===== src/rtl/fetch_unit.sv =====
// Fetch stage: owns the PC, issues single-outstanding imem requests and
// presents one instruction per delivery (or a bubble) to fetch/decode.
module fetch_unit #(
  parameter int unsigned                 PC_WIDTH    = 16,
  parameter int unsigned                 INSTR_WIDTH = 16,
  parameter logic [PC_WIDTH-1:0]         RESET_PC    = '0,
  parameter int unsigned                 PC_INCR     = 1
) (
  input  logic                   clk,
  input  logic                   reset,
  input  logic                   stall,
  input  logic                   branch_taken,
  input  logic [PC_WIDTH-1:0]    branch_target,
  output logic                   imem_req,
  output logic [PC_WIDTH-1:0]    imem_addr,
  input  logic                   imem_gnt,
  input  logic                   imem_rvalid,
  input  logic [INSTR_WIDTH-1:0] imem_rdata,
  output logic [PC_WIDTH-1:0]    pc_out,
  output logic [INSTR_WIDTH-1:0] instr_out,
  output logic                   nop
);

  typedef enum logic [1:0] {S_IDLE, S_REQ, S_WAIT, S_HOLD} state_t;

  state_t                 state_q, state_d;
  logic [PC_WIDTH-1:0]    pc_q, pc_d;
  logic [PC_WIDTH-1:0]    pc_last_q;
  logic [INSTR_WIDTH-1:0] instr_q, instr_d;
  logic                   kill_q, kill_d;

  always_ff @(posedge clk) begin
    if (!reset) begin
      state_q   <= S_IDLE;
      pc_q      <= RESET_PC;
      pc_last_q <= RESET_PC;
      instr_q   <= '0;
      kill_q    <= 1'b0;
    end else begin
      state_q   <= state_d;
      pc_q      <= pc_d;
      pc_last_q <= pc_out;
      instr_q   <= instr_d;
      kill_q    <= kill_d;
    end
  end

  always_comb begin
    state_d  = state_q;
    pc_d     = pc_q;
    instr_d  = instr_q;
    kill_d   = kill_q;
    imem_req = 1'b0;
    nop      = 1'b1;

    case (state_q)
      S_IDLE: state_d = S_REQ;
      S_REQ: begin
        imem_req = 1'b1;
        if (imem_gnt) state_d = S_WAIT;
      end
      S_WAIT: begin
        if (imem_rvalid) begin
          if (kill_q) begin
            kill_d  = 1'b0;
            state_d = S_REQ;
          end else begin
            instr_d = imem_rdata;
            state_d = S_HOLD;
          end
        end
      end
      S_HOLD: begin
        nop = stall;
        if (!stall) begin
          pc_d    = pc_q + PC_WIDTH'(PC_INCR);
          state_d = S_REQ;
        end
      end
      default: state_d = S_IDLE;
    endcase

    // Redirect overrides the normal transitions above; a request already
    // granted to the old address is marked for discard via kill_q.
    if (branch_taken) begin
      pc_d = branch_target;
      nop  = 1'b1;
      case (state_q)
        S_IDLE, S_HOLD: begin
          instr_d = '0;
          state_d = S_REQ;
        end
        S_REQ: begin
          if (imem_gnt) begin
            kill_d  = 1'b1;
            state_d = S_WAIT;
          end
        end
        S_WAIT: begin
          if (imem_rvalid) begin
            instr_d = instr_q;
            kill_d  = 1'b0;
            state_d = S_REQ;
          end else begin
            kill_d = 1'b1;
          end
        end
        default: ;
      endcase
    end
  end

  assign imem_addr = pc_q;
  // pc_out tracks pc_q in HOLD and otherwise keeps the last presented value.
  assign pc_out    = (state_q == S_HOLD) ? pc_q : pc_last_q;
  assign instr_out = nop ? '0 : instr_q;

endmodule


===== config.mk =====
export PLATFORM = sky130hd
export DESIGN_NAME = fetch_unit
export DESIGN_NICKNAME = d
export VERILOG_FILES = /design/src/rtl/fetch_unit.sv
export SDC_FILE = /design/constraint.sdc
export NUM_CORES = 1
export LEC_CHECK = 0
export CORE_MARGIN = 5
export CORE_UTILIZATION = 47
export CTS_BUF_LIST = sky130_fd_sc_hd__clkbuf_4
export DETAILED_ROUTE_END_ITERATION = 16
export GPL_ROUTABILITY_DRIVEN = 0
export GPL_TIMING_DRIVEN = 0
export PLACE_DENSITY_LB_ADDON = 0.12
export SYNTH_ARGS = -nofsm -noshare
export SYNTH_HDL_FRONTEND = slang
export SYNTH_SLANG_ARGS = --single-unit

===== constraint.sdc =====
create_clock -name clk -period 2.19 [get_ports clk]
set_clock_uncertainty 0.1 [all_clocks]
set_input_delay 0.438 -clock clk [delete_from_list [all_inputs] [get_ports clk]]
set_output_delay 0.438 -clock clk [all_outputs]
set_load 0.01 [all_outputs]

---- Word level (Yosys, flattened, before mapping) ----
Index checks and enable logic that the tools add are counted.
storage, ports and cells
  bits in registers ....................... 51
  output and inout bits ................... 50
  word-level logic and storage cells ...... 44
cells by class
  $add $sub $neg .......................... 1
  equality and inequality tests ........... 5
  reduce and logical (&&, ||, !) cells .... 4
  muxes and demuxes ....................... 29
operators with widths
  kind                     number
  $mux W16                 10
  $pmux W16 S2             1
  $add A16 B1 Y16 const B  1
  $mux W2                  7
  $mux W1                  8
  $pmux W2 S4              1
  $pmux W2 S3              1
  $eq A2 B2 Y1 const B     2
  $ne A3 B3 Y1 const B     1
  $eq A2 B1 Y1 const B     1
  $logic_not A2 Y1         1
  $ne A2 B1 Y1 const B     1
  $pmux W1 S2              1
  $reduce_and A2 Y1        1
  $reduce_bool A2 Y1       1
  $reduce_or A2 Y1         1

---- Logic depth before layout (Yosys ltp) ----
Gate-level depths: netlist (run 1).
  word-level depth ........................ 6
  mapped depth ............................ 7
  gate-level depth less buffers ........... 6

---- Worst setup path after synthesis (run 1) ----
Ideal clock, no wire load.
  kind .................................... reg2out
  from .................................... reg state_q[0]
  to ...................................... out pc_out[10]
  setup slack ............................. 0.254 ns
  stages on the path, launching flop included .. 5
  required time ........................... 1.652 ns
  arrival ................................. 1.398 ns
  path through ............................ dfxtp_1 -> ha_1 -> buf_2 -> buf_2 -> mux2_2
between the ends
  cells in the longest elaborated chain, start to end .. 2
ends and longest elaborated chain
  element                 RTL line  RTL
  from (decl)             26        state_t state_q, state_d;
  from (signal assigned)  40        state_q <= state_d;
  $eq A2 B2 Y1            115       assign pc_out = (state_q == S_HOLD) ? pc_q : pc_last_q;
  $mux W16                115
  to (decl)               19        output logic [PC_WIDTH-1:0] pc_out,
Every way passes these cells.

---- Final worst setup path (run 1) ----
  from .................................... reg state_q[0]
  to ...................................... out instr_out[10]
between the ends
  cells in the longest elaborated chain, start to end .. 4
ends and longest elaborated chain
  element       RTL line  RTL
  $eq A2 B2 Y1  56        case (state_q)
  $mux W1       56
  $mux W1       85        if (branch_taken) begin
  $mux W16      116       assign instr_out = nop ? '0 : instr_q;
  to (decl)     20        output logic [INSTR_WIDTH-1:0] instr_out,
Every way passes these cells.

==> implementation parameters, run 1 <==
Parameter                              Value

Outcome
  Result of the run ... finished with violations
  Violated checks ... setup timing

Critical path
  Maximum fanout encountered on the critical timing path ... 4
  CP Capture Type ... output port
  Most frequent CP cell ... buf_6
  Required time at the endpoint of the critical path ... roughly 1.7 ns
  Arrival time reported for the critical path endpoint ... 1.70 ns
  Worst setup path class ... reg -> out
  Cell-by-cell listing of the critical path ... ha_4, nor3b_4, buf_6, buf_8, buf_6, and2_4, buf_6
  Max stage delay cell, worst path ... dfxtp_4
  Crit path launch type ... register
  Longest individual stage delay on the worst path ... 0.38 ns

Synth
  Share of the yosys chip area belonging to registers ... 40.4%
  Average footprint of a synthesized cell ... between 8 and 9 µm²
  EDFF count, synth ... 0
  Post-Synthesis Cells ... 281
  Synth Cell Area ... 0.00253 mm²
  Adder-Cell Fraction of Synth Area ... 2.97%
  Post-synthesis async set-or-reset flop share ... 0%
  Post-synthesis simple-gate area fraction ... 22.6%
  Count of yosys warnings during synthesis ... 0
  Mapped Nets ... between 300 and 400
  Post-synthesis cell type count ... 39
  Combinational family with the most area after synthesis ... simple AND/OR/NAND/NOR gates
  Top flip-flop cell by instance count after synthesis ... dfxtp_1
  Area fraction in compound gates after synthesis ... between 10% and 20%
  Synth Register Bits ... 51
  Mux contribution to synthesized area ... between 9 and 10%
  Post-synthesis share of cell area spent on xor and xnor gates ... 3.81%

STA
  Final setup slack of the worst path ... -0.0434 ns
  Total of endpoints with negative setup slack in the final report ... 21
  Worst-margin pin slew ... approximately 0.46 ns
  Maximum achievable frequency ... 448 MHz
  Unrepaired setup endpoints after global routing ... true
  Final number of max-transition violations ... 0
  Total negative slack for setup checks ... -0.383 ns
  Final hold violation count ... 0
  Shortest period the worst path allows ... approximately 2.2 ns
  Share of the clock period used by the worst path ... 102%
  Worst slew margin relative to its limit ... a little over two thirds

Floorplan
  Standard-cell rows ... 26
  Area of the core ... 0.00517 mm²
  Initial cell density of the core ... 48.9%
  I/O pin total ... slightly below 90
  Die Outline Area ... 0.00694 mm²
  DIE HEIGHT ... 83.3 µm
  Horizontal die dimension ... 83.3 µm

Final layout
  Area delta synth->final ... 48.4%
  Number of filler cells placed in the layout ... 409
  Layout Utilization ... 72.5%
  Share of final-layout standard cells stronger than drive strength 1 ... around a quarter
  Most common library cell in the layout ignoring fill and taps ... clkdlybuf4s50_1
  Commonest cells after routing, fill and taps aside ... 51 x clkdlybuf4s50_1, 49 x dfxtp_1, 43 x o21ai_0
  Antenna cell count ... 0
  Total number of nets in the final design ... 433

Clocking
  Clock sink count ... 51
  Hold bufs inserted after CTS ... 0
  Number of CTS-inserted buffers ... 5
  Clock tree from TritonCTS ... yes
  Worst-Skew Late Latency ... 0.36 ns
  Reg clk slew, reported paths ... about 0.13 ns
  Clk root buf ... clkbuf_4
  CTS max path bufs ... 2
  Total number of H-tree levels ... 2

GRT
  Sum of overflow across all layers after global routing ... 0
  Vias in the first global route ... roughly 2,500
  Total routing usage reported by global routing ... between 20% and 30%
  Global-route wire length before repair ... 12,000 µm
  Initial antenna violation count ... 0
  Maximum number of pins on one net before global-route repair ... 16

Route
  Count of vias placed by the detailed router ... 2,502
  Count of TritonRoute iterations in the first routing pass ... 4
  DRT iter0 DRCs ... 107
  Remaining antenna violation count ... 0
  Post-DR vias/cell ... 5.44
  Remaining design rule violation count ... 0
  Total wire length ... 7270 µm
  Average wire length per cell after detail routing ... 15.8 µm

Power and ir drop
  Power per cell area ... 478 mW/mm²
  Reg power frac ... 55.4%
  Internal power ... 1.34 mW
  Maximum ir drop on the vdd rail ... 0.000319 V
  Share of total power consumed by net switching ... 25.2%
  Leakage ... 1.54 nW
  Net Sw Power ... 0.451 mW
  Power Total ... 1.79 mW
  Combinational share of power ... 15.2%
  Share of total power in the clock network ... 29.3%

Placement
  Port-buffer cells ... 87
  Post-DP HPWL ... ~5000 µm
  Pre-CTS WS ... -1.12 ns

Worst hold path
  Path type of the worst min-delay path ... in -> reg

Job
  Count of max-cap constraint violations ... 0
layer usage:
metal  wire length, µm  GRT usage (%)  vias to the layer above
met5                 0              0                        -
met4               130           6.54                        0
met3               520           6.04                       15
met2              3670           35.2                       87
met1              2950           25.1                     1188
li1                  -              -                     1212
cell families (layout without fill, tap and decap cells):
| logic type | count (synthesis) | count (layout) |
|---|---|---|
| and+or+nand+nor | 87 | 87 |
| AOI/OAI and AO/OA | 81 | 81 |
| DFF | 51 | 51 |
| buffers and inverters | 24 | 133 |
| muxes | 21 | 21 |
| xor gates and xnor gates | 11 | 11 |
| adders and majority gates | 6 | 6 |
worst max-delay path: cells and delay by family (launching register included):
family / cells / cell delay, ns
buffers and inverters: 4 / 0.45
DFF: 1 / 0.38
and+or+nand+nor: 2 / 0.37
adders and majority gates: 1 / 0.14
flip-flops by register name, indices dropped and copies added (netlist names):
name,count
instr_q,16
state_q,2
imem_addr,16
pc_last_q,16
kill_q,1
power groups by stage:
stage / logic [mW] / clock network, mW / registers, mW
floorplan: 0.105 / 0 / 1.01
global placement: 0.255 / 0 / 1.01
detailed placement: 0.258 / 0 / 1.01
CTS: 0.270 / 0.541 / 0.992
global route: 0.296 / 0.571 / 0.998
finish: 0.273 / 0.526 / 0.993
cell usage after synthesis, drive strengths merged (2+ instances only):
| cell type | count | area share (%) |
|---|---|---|
| dfxtp | 51 | 40 |
| inv | 8 | 1.2 |
| a31oi | 3 | 0.74 |
| a21oi | 27 | 5.3 |
| nand3 | 10 | 2.2 |
| xor2 | 3 | 1.0 |
| o211ai | 2 | 0.59 |
| nor3 | 7 | 1.4 |
| nor2b | 3 | 0.74 |
| nand3b | 3 | 1.2 |
| xnor2 | 8 | 2.8 |
| nor4 | 5 | 2.4 |
| mux2i | 3 | 1.2 |
| nand2b | 2 | 0.49 |
| nor2 | 7 | 1.0 |
| nand2 | 7 | 1.0 |
| ha | 6 | 3.0 |
| nand4 | 5 | 1.8 |
| clkbuf | 12 | 1.8 |
| o21ai | 43 | 8.5 |
| nor3b | 2 | 0.79 |
| mux2 | 18 | 8.0 |
| buf | 4 | 0.79 |
| and2 | 32 | 7.9 |
final timing paths:
path                startpoint             to  slack (ns)  cells after the start
hold / removal    branch_taken  imem_addr[11]        0.43                      4
hold reg to reg    instr_q[12]    instr_q[12]        0.46                      2
setup / recovery    state_q[0]  instr_out[10]       -0.04                      7
setup reg to reg    state_q[0]     instr_q[8]        0.21                      8
final cells by class:
| class | count | area, µm² | share of cell area [%] |
|---|---|---|---|
| sequential | 51 | 1030 | 27.4 |
| clock buffer | 5 | 37.5 | 1.00 |
| timing repair buffer | 102 | 962 | 25.7 |
| buffer | 15 | 88.8 | 2.37 |
| inverter | 8 | 30.0 | 0.801 |
| clock inverter | 3 | 38.8 | 1.03 |
| tap | 70 | 87.6 | 2.34 |
| multi-input combinational | 206 | 1480 | 39.4 |
per-stage QoR:
step	cells	hold WS, ns	instance area (µm²)
3_5_place_dp	438	0.422	3490
4_1_cts	459	0.456	3700
6_report	460	0.431	3750
2_1_floorplan	281	0.396	2530
3_3_place_gp	438	0.412	3490
5_1_grt	460	0.479	3750
timing repair:
item / 4_1_cts / 5_1_grt
resized for setup: 167 / 29
cloned: 2 / 0
endpoints found under the hold margin: 0 / 0
buffers inserted: 11 / 2
endpoints found under the setup margin: 34 / 42
pin swaps: 5 / 6
Note: power is estimated with default switching activity, not from simulation.
==> inputs of run 2 (changes only) <==
--- a/config.mk
+++ b/config.mk
@@ -11,7 +11,7 @@
 export DETAILED_ROUTE_END_ITERATION = 16
 export GPL_ROUTABILITY_DRIVEN = 0
 export GPL_TIMING_DRIVEN = 0
-export PLACE_DENSITY_LB_ADDON = 0.12
+export PLACE_DENSITY_LB_ADDON = 0.1
 export SYNTH_ARGS = -nofsm -noshare
 export SYNTH_HDL_FRONTEND = slang
 export SYNTH_SLANG_ARGS = --single-unit
==> run 2 against run 1 <==
Net effect: the run still ends with setup timing left; combinational power up 2%; critical path depth up 1; final cell count up 1.1%.
==> implementation parameters, run 2 (synthesized netlist as in run 1, its figures left out) <==
Parameter                              Value

Placement
  Port-buffer cells ... 87 (unchanged)
  Post-placement cell count ... 438 (unchanged)
  Post-Place Cell Area ... 0.00349 mm² (unchanged)
  Post-DP HPWL ... 5020 µm (was 5000 µm)

Floorplan
  Initial cell density of the core ... 48.9% (unchanged)
  Horizontal die dimension ... 83.3 µm (unchanged)
  DIE HEIGHT ... 83.3 µm (unchanged)
  I/O pin total ... 88 (unchanged)
  Standard-cell rows ... 26 (unchanged)
  Die Outline Area ... 0.00694 mm² (unchanged)
  Area of the core ... 0.00517 mm² (unchanged)

Route
  Remaining design rule violation count ... 0 (unchanged)
  Post-DR vias/cell ... 5.52 (was 5.44)
  Count of vias placed by the detailed router ... 2,565 (was 2,502)
  Total routed wire length on the met1 layer ... 3260 µm (was 2950 µm)
  Remaining antenna violation count ... 0 (unchanged)
  Total wire length ... 7720 µm (was 7270 µm)
  DRT iter0 DRCs ... 120 (was 107)
  Routed wl met3 ... 552 µm (was 520 µm)
  Max Used Layer ... met4 (unchanged)
  Count of TritonRoute iterations in the first routing pass ... 4 (unchanged)
  Average wire length per cell after detail routing ... 16.6 µm (was 15.8 µm)
  Met2 layer wire length in the routed design ... 3760 µm (was 3670 µm)

Final layout
  Share of final-layout standard cells stronger than drive strength 1 ... 28.9% (was 26.2%)
  Most common library cell in the layout ignoring fill and taps ... clkdlybuf4s50_1 (unchanged)
  Design area ... 0.00401 mm² (was 0.00375 mm²)
  Commonest cells after routing, fill and taps aside ... 51 x clkdlybuf4s50_1, 49 x dfxtp_1, 43 x o21ai_0 (unchanged)
  Final cell count without fillers ... 465 (was 460)
  Layout Utilization ... 77.5% (was 72.5%)
  Antenna cell count ... 0 (unchanged)
  Total number of nets in the final design ... 439 (was 433)
  Area delta synth->final ... 58.7% (was 48.4%)

Critical path
  Arrival time reported for the critical path endpoint ... 1.79 ns (was 1.70 ns)
  Max stage delay cell, worst path ... dlygate4sd2_1 (was dfxtp_4)
  Longest individual stage delay on the worst path ... 0.31 ns (was 0.38 ns)
  Required time at the endpoint of the critical path ... 1.65 ns (about the same)
  Cell-by-cell listing of the critical path ... dlygate4sd2_1, buf_6, nor3b_4, buf_4, buf_6, buf_6, and2_4, buf_6 (was ha_4, nor3b_4, buf_6, buf_8, buf_6, and2_4, buf_6)
  Crit path launch type ... input port (was register)
  Register-to-Register Setup Slack ... 0.22 ns (was 0.21 ns)
  Most frequent CP cell ... buf_6 (unchanged)
  CP Capture Type ... output port (unchanged)
  Launching instance or port of the critical path ... branch_taken (was state_q[0])
  Maximum fanout encountered on the critical timing path ... 10 (was 4)
  Worst r2r src ... state_q[0] (unchanged)
  Worst setup path class ... in -> out (was reg -> out)

GRT
  Total routing usage reported by global routing ... 21.7% (was 20.7%)
  Maximum number of pins on one net before global-route repair ... 15 (was 16)
  Vias in the first global route ... 2,620 (was 2,490)
  Global-route wire length before repair ... 12,500 µm (was 12,000 µm)
  Sum of overflow across all layers after global routing ... 0 (unchanged)
  Initial antenna violation count ... 0 (unchanged)

Power and ir drop
  Combinational share of power ... 15.3% (was 15.2%)
  Net Sw Power ... 0.463 mW (was 0.451 mW)
  Leakage ... 1.62 nW (was 1.54 nW)
  Power Total ... 1.82 mW (was 1.79 mW)
  Share of total power in the clock network ... 30.0% (was 29.3%)
  Maximum ir drop on the vdd rail ... 0.000323 V (was 0.000319 V)
  Share of total power consumed by net switching ... 25.5% (was 25.2%)
  Power per cell area ... 454 mW/mm² (was 478 mW/mm²)
  Reg power frac ... 54.7% (was 55.4%)
  Internal power ... 1.36 mW (was 1.34 mW)

STA
  Maximum achievable frequency ... 430 MHz (was 448 MHz)
  Final setup slack of the worst path ... -0.138 ns (was -0.0434 ns)
  Worst slew margin relative to its limit ... 68.6% (was 69.5%)
  Unrepaired setup endpoints after global routing ... true (unchanged)
  Final hold violation count ... 0 (unchanged)
  Total of endpoints with negative setup slack in the final report ... 21 (unchanged)
  Total negative slack for setup checks ... -1.94 ns (was -0.383 ns)
  Worst-margin pin slew ... 0.471 ns (was 0.457 ns)
  Shortest period the worst path allows ... 2.33 ns (was 2.23 ns)
  Share of the clock period used by the worst path ... 106% (was 102%)
  Final number of max-transition violations ... 0 (unchanged)

Worst hold path
  Path type of the worst min-delay path ... reg -> reg (was in -> reg)
  Hold Crit Start ... instr_q[14] (was branch_taken)

Clocking
  Worst-Skew Late Latency ... 0.37 ns (was 0.36 ns)
  Reg clk slew, reported paths ... 0.14 ns (was 0.13 ns)
  Hold bufs inserted after CTS ... 0 (unchanged)
  Number of CTS-inserted buffers ... 5 (unchanged)
  CTS max path bufs ... 2 (unchanged)
  Clock sink count ... 51 (unchanged)
  Total number of H-tree levels ... 2 (unchanged)
  Clk root buf ... clkbuf_4 (unchanged)
  Clock tree from TritonCTS ... yes (unchanged)

Job
  Count of max-cap constraint violations ... 0 (unchanged)

Outcome
  Result of the run ... finished with violations (unchanged)
  Violated checks ... setup timing (unchanged)
run 2: final cells by class:
type	count	area, µm²
plain buffers	16	109
repair buffers	107	1140
clock inverters	1	30.0
fillers	379	1160
clock buffers	6	45.0
flip-flops and latches	51	1030
inverters	8	30.0
multi-input cells	206	1540
well taps	70	87.6
run 2: final timing paths:
check | endpoint | cells after the start
max | instr_out[12] | 8
min | instr_q[14] | 2
max reg2reg | instr_q[15] | 8
min reg2reg | instr_q[14] | 2
run 2: metal layers:
metal	global-route usage (%)	up-vias
met3	5.84	14
met1	25.1	1224
li1	-	1227
met5	0	-
met2	38.5	100
met4	6.98	0
run 2: power groups by stage:
stage                     clock (mW)  combinational (mW)  sequential, mW
after floorplan                    0               0.105            1.01
after global placement             0               0.254            1.01
after detailed placement           0               0.258            1.01
after CTS                      0.550               0.269           0.993
after global routing           0.593               0.305           0.999
final                          0.546               0.279           0.995
run 2: per-stage QoR:
stage	hold WS [ns]	setup WS, ns
CTS	0.460	-0.164
global route	0.517	-0.182
global placement	0.414	-1.17
finish	0.464	-0.138
detailed placement	0.431	-1.15
floorplan	0.396	0.254
run 2: what timing repair did:
item                       4_1_cts  5_1_grt
cloned                           2        0
buffers inserted                13        5
pin swaps                       12        5
setup endpoints to repair       34       39
hold endpoints to repair         0        0
gates resized for setup        197       40
run 2: worst max-delay path: cells and delay by family:
family	cells	cell delay (ns)
buffers and inverters	6	0.94
and+or+nand+nor	2	0.40
==> inputs of run 3 (changes only) <==
--- a/config.mk
+++ b/config.mk
@@ -8,6 +8,7 @@
 export CORE_MARGIN = 5
 export CORE_UTILIZATION = 47
 export CTS_BUF_LIST = sky130_fd_sc_hd__clkbuf_4
+export CTS_CLUSTER_DIAMETER = 60
 export DETAILED_ROUTE_END_ITERATION = 16
 export GPL_ROUTABILITY_DRIVEN = 0
 export GPL_TIMING_DRIVEN = 0
==> results of run 3 <==
Final layout, timing and power as in run 2 (identical DEF).
